**config.mk**
```make
export PLATFORM = sky130hd
export DESIGN_NAME = wb_commit
export DESIGN_NICKNAME = d
export VERILOG_FILES = /design/src/rtl/wb_commit_pkg.sv /design/src/rtl/wb_commit_load_align.sv /design/src/rtl/wb_commit.sv
export SDC_FILE = /design/constraint.sdc
export NUM_CORES = 1
export LEC_CHECK = 0
export ABC_AREA = 1
export CAP_MARGIN = 5
export CORE_UTILIZATION = 40
export DETAILED_ROUTE_END_ITERATION = 10
export PLACE_DENSITY = 0.79
export SLEW_MARGIN = 20
export SYNTH_ARGS = -nofsm -noshare
export SYNTH_HDL_FRONTEND = slang
export SYNTH_SLANG_ARGS = --single-unit
```
**constraint.sdc**
```tcl
create_clock -name clk -period 2 [get_ports clk]
set_input_delay 0.4 -clock clk [delete_from_list [all_inputs] [get_ports clk]]
set_output_delay 0.4 -clock clk [all_outputs]
set_load 0.03 [all_outputs]
```
**src/rtl/wb_commit_pkg.sv**
```systemverilog
// Shared types for the RV32I writeback/commit slice: MEM/WB register layout,
// writeback mux select, commit FSM state and registered commit bundle.
// Latency: n/a (types only). Backpressure: n/a.
package rv32i_types;

  localparam int P_PHYS_W  = 6;
  localparam int P_ORDER_W = 64;

  // Load funct3 encodings (inst[14:12])
  localparam logic [2:0] F3_LB  = 3'b000;
  localparam logic [2:0] F3_LH  = 3'b001;
  localparam logic [2:0] F3_LW  = 3'b010;
  localparam logic [2:0] F3_LBU = 3'b100;
  localparam logic [2:0] F3_LHU = 3'b101;

  typedef enum logic [2:0] {
    RF_ALU  = 3'd0,
    RF_BR   = 3'd1,
    RF_UIMM = 3'd2,
    RF_PC4  = 3'd3,
    RF_LOAD = 3'd4
  } regfilemux_sel_t;

  typedef struct packed {
    logic                  valid;
    logic [31:0]           inst;
    logic [31:0]           pc;
    logic [3:0]            dmem_rmask;
    logic [3:0]            dmem_wmask;
    logic [31:0]           dmem_addr;
    regfilemux_sel_t       regfilemux_sel;
    logic [31:0]           alu_out;
    logic                  br_en;
    logic [31:0]           u_imm;
    logic                  regf_we;
    logic [4:0]            dest_arch;
    logic [P_PHYS_W-1:0]   dest_phys_new;
    logic [P_PHYS_W-1:0]   dest_phys_old;
  } mem_wb_stage_reg_t;

  typedef enum logic {
    IDLE = 1'b0,
    WAIT = 1'b1
  } wb_state_t;

  typedef struct packed {
    logic                  we;
    logic [P_PHYS_W-1:0]   phys;
    logic [31:0]           data;
    logic                  free;
    logic [4:0]            arch;
    logic [31:0]           pc;
    logic [P_ORDER_W-1:0]  order;
  } wb_commit_t;

endpackage

```
**src/rtl/wb_commit_load_align.sv**
```systemverilog
// Load data aligner: shifts the word-aligned read data down to the addressed
// byte and sign/zero-extends according to funct3.
// Latency: combinational. Backpressure: none.
// Ports: rdata (32b memory word), addr (byte offset), funct3, data_out (extended value).
module load_align
  import rv32i_types::*;
(
  input  logic [31:0] rdata,
  input  logic [1:0]  addr,
  input  logic [2:0]  funct3,
  output logic [31:0] data_out
);

  logic [31:0] w_shifted;

  assign w_shifted = rdata >> {addr, 3'b000};

  always_comb begin
    data_out = w_shifted;
    unique case (funct3)
      F3_LB:   data_out = {{24{w_shifted[7]}},  w_shifted[7:0]};
      F3_LH:   data_out = {{16{w_shifted[15]}}, w_shifted[15:0]};
      F3_LBU:  data_out = {24'h0, w_shifted[7:0]};
      F3_LHU:  data_out = {16'h0, w_shifted[15:0]};
      F3_LW:   data_out = w_shifted;
      default: data_out = w_shifted;
    endcase
  end

endmodule

```
**src/rtl/wb_commit.sv**
```systemverilog
// Writeback/commit stage: waits on data-memory responses, aligns load data,
// selects the writeback value and registers one commit (regfile write + free).
// Latency: commit outputs appear 1 cycle after the commit cycle.
// Backpressure: freeze_stall (combinational) holds the pipeline while a memory
// access is outstanding.
// Ports: clk/rst_n (async active-low); mem_wb_now, dmem_rdata, dmem_resp in;
// freeze_stall, rd_we/rd_phys/rd_data, free_valid/free_phys, commit_valid/
// commit_arch/commit_pc/commit_order, proto_err out.
// Optional macro WB_PERF_COUNTERS_EN adds perf_retired and perf_mem_stall.
module wb_commit
  import rv32i_types::*;
#(
  parameter int PHYS_W  = P_PHYS_W,
  parameter int ORDER_W = P_ORDER_W
) (
  input  logic                  clk,
  input  logic                  rst_n,
  input  mem_wb_stage_reg_t     mem_wb_now,
  input  logic [31:0]           dmem_rdata,
  input  logic                  dmem_resp,
  output logic                  freeze_stall,
  output logic                  rd_we,
  output logic [PHYS_W-1:0]     rd_phys,
  output logic [31:0]           rd_data,
  output logic                  free_valid,
  output logic [PHYS_W-1:0]     free_phys,
  output logic                  commit_valid,
  output logic [4:0]            commit_arch,
  output logic [31:0]           commit_pc,
  output logic [ORDER_W-1:0]    commit_order,
  output logic                  proto_err
`ifdef WB_PERF_COUNTERS_EN
  ,
  output logic [63:0]           perf_retired,
  output logic [63:0]           perf_mem_stall
`endif
);

  wb_state_t          r_state;
  wb_state_t          w_state_nxt;
  logic               w_mem_op;
  logic               w_commit;
  logic               w_stray_resp;
  logic               w_writes_reg;
  logic [31:0]        w_load_data;
  logic [31:0]        w_wb_data;
  logic               r_commit_vld;
  wb_commit_t         r_out;
  logic [ORDER_W-1:0] r_order;
  logic               r_proto_err;
  logic               w_unused_bits;

  assign w_mem_op = mem_wb_now.valid &&
                    ((mem_wb_now.dmem_rmask != 4'h0) || (mem_wb_now.dmem_wmask != 4'h0));

  // Register writes to x0 are architecturally discarded, so no mapping is freed.
  assign w_writes_reg = mem_wb_now.regf_we && (mem_wb_now.dest_arch != 5'd0);

  // Fields of the MEM/WB register this stage does not consume.
  assign w_unused_bits = ^{mem_wb_now.inst[31:15], mem_wb_now.inst[11:0],
                           mem_wb_now.dmem_addr[31:2]};

  load_align u_load_align (
    .rdata    (dmem_rdata),
    .addr     (mem_wb_now.dmem_addr[1:0]),
    .funct3   (mem_wb_now.inst[14:12]),
    .data_out (w_load_data)
  );

  always_comb begin
    w_wb_data = mem_wb_now.alu_out;
    unique case (mem_wb_now.regfilemux_sel)
      RF_ALU:  w_wb_data = mem_wb_now.alu_out;
      RF_BR:   w_wb_data = {31'h0, mem_wb_now.br_en};
      RF_UIMM: w_wb_data = mem_wb_now.u_imm;
      RF_PC4:  w_wb_data = mem_wb_now.pc + 32'd4;
      RF_LOAD: w_wb_data = w_load_data;
      default: w_wb_data = mem_wb_now.alu_out;
    endcase
  end

  // FSM: state register
  always_ff @(posedge clk or negedge rst_n) begin
    if (!rst_n) begin
      r_state <= IDLE;
    end else begin
      r_state <= w_state_nxt;
    end
  end

  // FSM: next state
  always_comb begin
    w_state_nxt = r_state;
    unique case (r_state)
      IDLE:    if (w_mem_op && !dmem_resp) w_state_nxt = WAIT;
      WAIT:    if (dmem_resp)              w_state_nxt = IDLE;
      default: w_state_nxt = IDLE;
    endcase
  end

  // FSM: outputs. The commit condition is the same in both states: a
  // non-memory instruction, or a memory op whose response is present.
  always_comb begin
    freeze_stall = w_mem_op && !dmem_resp;
    w_commit     = mem_wb_now.valid && (!w_mem_op || dmem_resp);
    w_stray_resp = (r_state == IDLE) && dmem_resp && !w_mem_op;
  end

  always_ff @(posedge clk or negedge rst_n) begin
    if (!rst_n) begin
      r_commit_vld <= 1'b0;
      r_out        <= '0;
      r_order      <= '0;
      r_proto_err  <= 1'b0;
    end else begin
      r_commit_vld <= w_commit;
      if (w_commit) begin
        r_out.we    <= w_writes_reg;
        r_out.free  <= w_writes_reg;
        r_out.phys  <= mem_wb_now.dest_phys_new;
        r_out.data  <= w_wb_data;
        r_out.arch  <= mem_wb_now.dest_arch;
        r_out.pc    <= mem_wb_now.pc;
        r_out.order <= r_order;
        r_order     <= r_order + 1'b1;
      end else begin
        r_out <= '0;
      end
      if (w_stray_resp) begin
        r_proto_err <= 1'b1;
      end
    end
  end

  // free_phys is carried alongside the commit so it lines up with free_valid.
  logic [PHYS_W-1:0] r_free_phys;
  always_ff @(posedge clk or negedge rst_n) begin
    if (!rst_n) begin
      r_free_phys <= '0;
    end else if (w_commit) begin
      r_free_phys <= mem_wb_now.dest_phys_old;
    end else begin
      r_free_phys <= '0;
    end
  end

  assign rd_we        = r_out.we;
  assign rd_phys      = r_out.phys;
  assign rd_data      = r_out.data;
  assign free_valid   = r_out.free;
  assign free_phys    = r_free_phys;
  assign commit_valid = r_commit_vld;
  assign commit_arch  = r_out.arch;
  assign commit_pc    = r_out.pc;
  assign commit_order = r_out.order;
  assign proto_err    = r_proto_err;

`ifdef WB_PERF_COUNTERS_EN
  logic [63:0] r_perf_retired;
  logic [63:0] r_perf_mem_stall;

  always_ff @(posedge clk or negedge rst_n) begin
    if (!rst_n) begin
      r_perf_retired   <= '0;
      r_perf_mem_stall <= '0;
    end else begin
      if (w_commit)     r_perf_retired   <= r_perf_retired + 64'd1;
      if (freeze_stall) r_perf_mem_stall <= r_perf_mem_stall + 64'd1;
    end
  end

  assign perf_retired   = r_perf_retired;
  assign perf_mem_stall = r_perf_mem_stall;
`endif

endmodule

```
==> impl_metrics.yaml, run 1 <==
status:
  status: "finished, final reports clean"
timing:
  fin_crit_sh: 0.9844
  max_clock_freq_ghz: 0.5079
  slew_violations: 0
  grt_setup_unrepaired: "false"
  slew_headroom: 0.7308
  timing.hold.ws_ns: 0.3853
  worst_slew_pin_slew_ns: 0.3996
  finalHoldViolCount: 0
  min_period_ns: 1.969
  fin_skew_ns: 0.01117
  setup_violations: 0
detailed_routing:
  drtPass1Iterations: 7
  vias: 12170
  wirelength_um: 41850
  vias_per_cell: 4.859
  wl_per_cell_um: 16.71
  drc: 0
  postRouteAntennaNets: 0
  drt_iter0_drc: 917
yosys:
  syn-cell-area_um2: 11540
  ys_seq_area_frac: 0.4618
  ys_seq_elements: 213
  synthesis.nets: 1896
  ys_warn_count: 0
  synth_edf_count: 0
  ys.flop_type: "dfrtp_1"
  synthArstFlopShare: 1.000
  ys_types: 32
  synthCells: 1668
  syn_area_per_cell_um2: 6.919
critical_path:
  cpMaxStageDelayCell: "clkdlybuf4s50_1"
  worstSetupStartpointType: "flop"
  path_cells: "clkdlybuf4s50_1"
  slowest_delay_ns: 0.72
  cp.arrival_ns: 1.57
  r2r_start: "r_order[14]$_DFFE_PN0N_"
  r2r_slack_ns: 0.15
  critPathRequiredTime_ns: 1.60
  cp_top_family: "buffers and inverters"
  critPathKind: "reg -> out"
  critical_path_buf_inv_count: 1
  critPathLaunch: "rd_data[9]$_DFF_PN0_"
  end_kind: "output port"
  crit_fanout: 1
clock_tree:
  cts_inserted_buffers: 24
  worstSkewPairLatency_ns: 0.52
  cts_root_buffer: "clkbuf_16"
  clk_pin_slew_ns: 0.06
  cts_sinks: 213
  htree_levels: 1
  cts.path.max_buffers: 3
  tritoncts: "done"
floorplanning:
  core_area_um2: 28090
  fp-row-count: 61
  chipWidth_um: 171.9
  dieArea_um2: 29540
  die_h_um: 171.9
  io_pins: 376
  start_util: 0.4109
placement:
  io_buffers: 316
  gp_congestion: 0.9839
  hpwl_um: 34090
  dpl_cell_area_um2: 16200
global_route:
  track_usage: 0.2874
  grt_pass1_wl_um: 63960
  antenna_found_initial: 5
  grt_max_degree: 65
  grt-ovfl-total: 0
  first_global_vias: 12180
worst_hold_path:
  min_path_type: "in -> async"
run:
  maxCapViolCount: 0
finish:
  fin_nets: 2337
  layout_commonest_cell: "nand2_1"
  drive_gt1_frac: 0.1072
  final_cell_mix: "nand2_1 (554), nor2_1 (372), clkdlybuf4s50_1 (303)"
  fin_util: 0.6063
  stdcell_area_um2: 17030
  area_growth_pct: 47.55
  nFillCells: 2608
pwr:
  vdd_ir_drop_max_mv: 0.5164
  p_leak_nw: 8.146
  powerDensity_nw_per_um2: 689.7
[where the power goes]
group          total (mW)  internal (mW)  switching, mW
registers            4.83           4.60          0.229
clock network        4.47           2.66           1.81
logic                2.45           1.05           1.40
total                11.7           8.31           3.44
[cell type report]
cell class	count	area, um2	area share
clock inverters	11	121.4	0.007127
flip-flops and latches	213	5330	0.3130
well taps	378	473.0	0.02777
inverters	184	690.7	0.04056
diodes	1	2.502	0.0001470
repair buffers	467	4473	0.2627
multi-input cells	1219	5256	0.3087
clock buffers	32	681.9	0.04004
[flip-flops by register name, summed over array words and instances (netlist names)]
name          flops
free_valid        1
free_phys         6
proto_err         1
commit_pc        32
commit_order     64
rd_phys           6
rd_data          32
commit_arch       5
commit_valid      1
r_state           1
r_order          64
[kinds of logic (layout without fill, tap and decap cells)]
| group | Yosys count | after routing | share of synthesized area |
|---|---|---|---|
| and+or+nand+nor | 1063 | 1063 | 0.3709 |
| buffers and inverters | 236 | 694 | 0.08402 |
| DFF | 213 | 213 | 0.4618 |
| AOI/OAI and AO/OA | 121 | 121 | 0.05605 |
| xor gates and xnor gates | 33 | 33 | 0.02504 |
| adders and majority gates | 2 | 2 | 0.002168 |
| other | 0 | 1 | 0 |
[stage by stage]
| step | total power [mW] | TNS, ns | worst slack, ns | std cells |
|---|---|---|---|---|
| 6_report | 11.74 | 0 | 0.03111 | 2505 |
| 5_1_grt | 12.26 | 0 | 0.001543 | 2504 |
| 4_1_cts | 11.83 | 0 | 0.001001 | 2503 |
| 3_5_place_dp | 7.338 | -9.303 | -0.3137 | 2459 |
| 3_3_place_gp | 7.302 | -6.699 | -0.3116 | 2459 |
| 2_1_floorplan | 6.001 | 0 | 0.4069 | 1668 |
[layer usage]
layer,part of all wire,track usage,vias up
li1,-,-,5981
met1,0.39,0.3348,5583
met2,0.49,0.5052,491
met3,0.072,0.05379,112
met4,0.052,0.1435,6
met5,0.0011,0,-
[synth_stat cells (7+ instances only)]
cell / number / area share
nor3_1: 7 / 0.0030
dfrtp_1: 213 / 0.46
inv_1: 179 / 0.058
nand4_1: 15 / 0.0081
o211ai_1: 10 / 0.0065
a21oi_1: 29 / 0.013
o21ai_0: 70 / 0.030
buf_4: 11 / 0.0072
xor2_1: 33 / 0.025
buf_2: 28 / 0.012
clkbuf_1: 12 / 0.0039
nor2_1: 374 / 0.12
nor2_2: 15 / 0.0081
nand3_1: 79 / 0.034
nand2_1: 554 / 0.18
[timing repair]
action,4_1_cts,5_1_grt
pin swaps,0,1
setup endpoints to repair,8,8
endpoints found under the hold margin,41,0
setup buffers,0,1
hold buffers,1,0
gates resized for setup,8,6
[path summary, 6_finish.rpt]
kind / endpoint / depth (start not counted)
worst max-delay path: rd_data[9] / 1
worst min-delay path: commit_order[21]$_DFF_PN0_ / 2
worst max register to register: r_order[62]$_DFFE_PN0N_ / 9
worst min register to register: proto_err$_DFFE_PN0P_ / 1
max in group asynchronous: commit_pc[29]$_DFF_PN0_ / 3
min in group clk: rd_phys[3]$_DFF_PN0_ / 3
Power figures use the tool's default switching activity.
==> run 2: changes to the inputs <==
- CTS_CLUSTER_DIAMETER: not set -> 50
==> impl_metrics.yaml, run 2 (synthesis gave the netlist of run 1 again) <==
pwr:
  seqPwrFrac: 0.387
  vdd_ir_drop_max_mv: 0.6544
  switching_share: 0.2998
  pwr-share-comb: 0.196
  power.switching_mw: 3.743
  intPower_mw: 8.744
  clockPowerShare: 0.418
  p_leak_nw: 8.578
  powerDensity_nw_per_um2: 723.9
clock_tree:
  cts.path.max_buffers: 3
  cts_inserted_buffers: 28
  worstSkewPairLatency_ns: 0.54
  clk_pin_slew_ns: 0.06
  post-cts-setup-buffer-count: 0
  htree_levels: 1
  cts_sinks: 213
  tritoncts: "done"
  cts_root_buffer: "clkbuf_16"
critical_path:
  critPathLaunch: "rd_data[28]$_DFF_PN0_"
  critical_path_buf_inv_count: 1
  cp.arrival_ns: 1.57
  cp_top_family: "buffers and inverters"
  crit_fanout: 1
  critPathKind: "reg -> out"
  slowest_delay_ns: 0.71
  r2r_start: "r_order[22]$_DFFE_PN0N_"
  end_kind: "output port"
  worstSetupStartpointType: "flop"
  path_cells: "clkdlybuf4s50_1"
  cpMaxStageDelayCell: "clkdlybuf4s50_1"
  critPathRequiredTime_ns: 1.60
finish:
  layout_commonest_cell: "nand2_1"
  area_growth_pct: 49.46
  fin_nets: 2340
  drive_gt1_frac: 0.1106
  final_cell_mix: "nand2_1 (554), nor2_1 (373), clkdlybuf4s50_1 (279)"
  finalNonFillerCells: 2513
floorplanning:
  core_area_um2: 28090
  die_h_um: 171.9
  dieArea_um2: 29540
  chipWidth_um: 171.9
  io_pins: 376
  fp-row-count: 61
  start_util: 0.4109
placement:
  place_ws_ns: -0.3137
  dp_cells: 2459
  hpwl_um: 34090
  io_buffers: 316
  gp_congestion: 0.9839
global_route:
  antenna_found_initial: 5
  grt_max_degree: 65
  first_global_vias: 12310
  track_usage: 0.2877
  grt_pass1_wl_um: 64200
  grt-ovfl-total: 0
detailed_routing:
  vias_per_cell: 4.891
  drt_iter0_drc: 872
  drtPass1Iterations: 5
  wl_per_cell_um: 16.68
  drc: 0
  postRouteAntennaNets: 0
  wirelength_um: 41930
  vias: 12290
status:
  status: "finished, final reports clean"
timing:
  setup-tns-final_ns: 0
  max_clock_freq_ghz: 0.5079
  timing.hold.ws_ns: 0.3671
  setup_violations: 0
  fin_crit_sh: 0.9844
  worst_slew_pin_slew_ns: 0.4135
  min_period_ns: 1.969
  slew_headroom: 0.7239
  worst_slack_ns: 0.03130
  grt_setup_unrepaired: "false"
  finalHoldViolCount: 0
  slew_violations: 0
  fin_skew_ns: 0.01433
run:
  maxCapViolCount: 0
worst_hold_path:
  min_path_type: "in -> async"
==> run 2: final cells by class <==
type                            count  area [um2]
Fill cell                        2585       10840
Timing Repair Buffer              466        4507
Multi-Input combinational cell   1219        5251
Antenna cell                        1       2.502
Tap cell                          378       473.0
Clock inverter                     18       220.2
Sequential cell                   213        5330
Clock buffer                       34       774.5
Inverter                          184       690.7
==> run 2: metrics by stage <==
step                cell area, um2  power (mW)    util
global route                 17250       13.00  0.6140
finish                       17250       12.49  0.6141
floorplan                    11540       6.001       -
detailed placement           16200       7.338  0.5768
CTS                          17190       12.57  0.6120
global placement             16200       7.302  0.5768
==> run 2: timing repair <==
| item | in CTS | in global routing |
|---|---|---|
| hold buffers | 1 | 0 |
| hold endpoints to repair | 41 | 0 |
| resized for setup | 13 | 23 |
| pin swaps | 0 | 0 |
| endpoints found under the setup margin | 14 | 23 |
==> run 2: per-layer routing <==
layer / up-vias / routed length [um] / global-route usage
li1: 5990 / - / -
met4: 6 / 2261 / 0.1470
met3: 116 / 3002 / 0.05539
met2: 528 / 20370 / 0.5068
met1: 5652 / 16250 / 0.3322
met5: - / 46 / 0
==> run 2: worst paths after layout <==
check                                        endpoint  slack, ns  cells past startpoint
min                        commit_order[21]$_DFF_PN0_       0.37                      2
max                                       rd_data[28]       0.03                      1
max reg2reg                   r_order[62]$_DFFE_PN0N_       0.16                      9
min in group clk                 rd_phys[5]$_DFF_PN0_       0.37                      3
min reg2reg                     proto_err$_DFFE_PN0P_       0.49                      1
max in group asynchronous     commit_pc[14]$_DFF_PN0_       0.97                      3
==> run 2: power by group through the flow <==
stage,Combinational [mW],Sequential (mW),Clock [mW]
3_5_place_dp,2.44,4.90,0
4_1_cts,2.44,4.83,5.30
2_1_floorplan,0.882,5.12,0
6_report,2.44,4.83,5.22
3_3_place_gp,2.41,4.89,0
5_1_grt,2.64,4.86,5.49
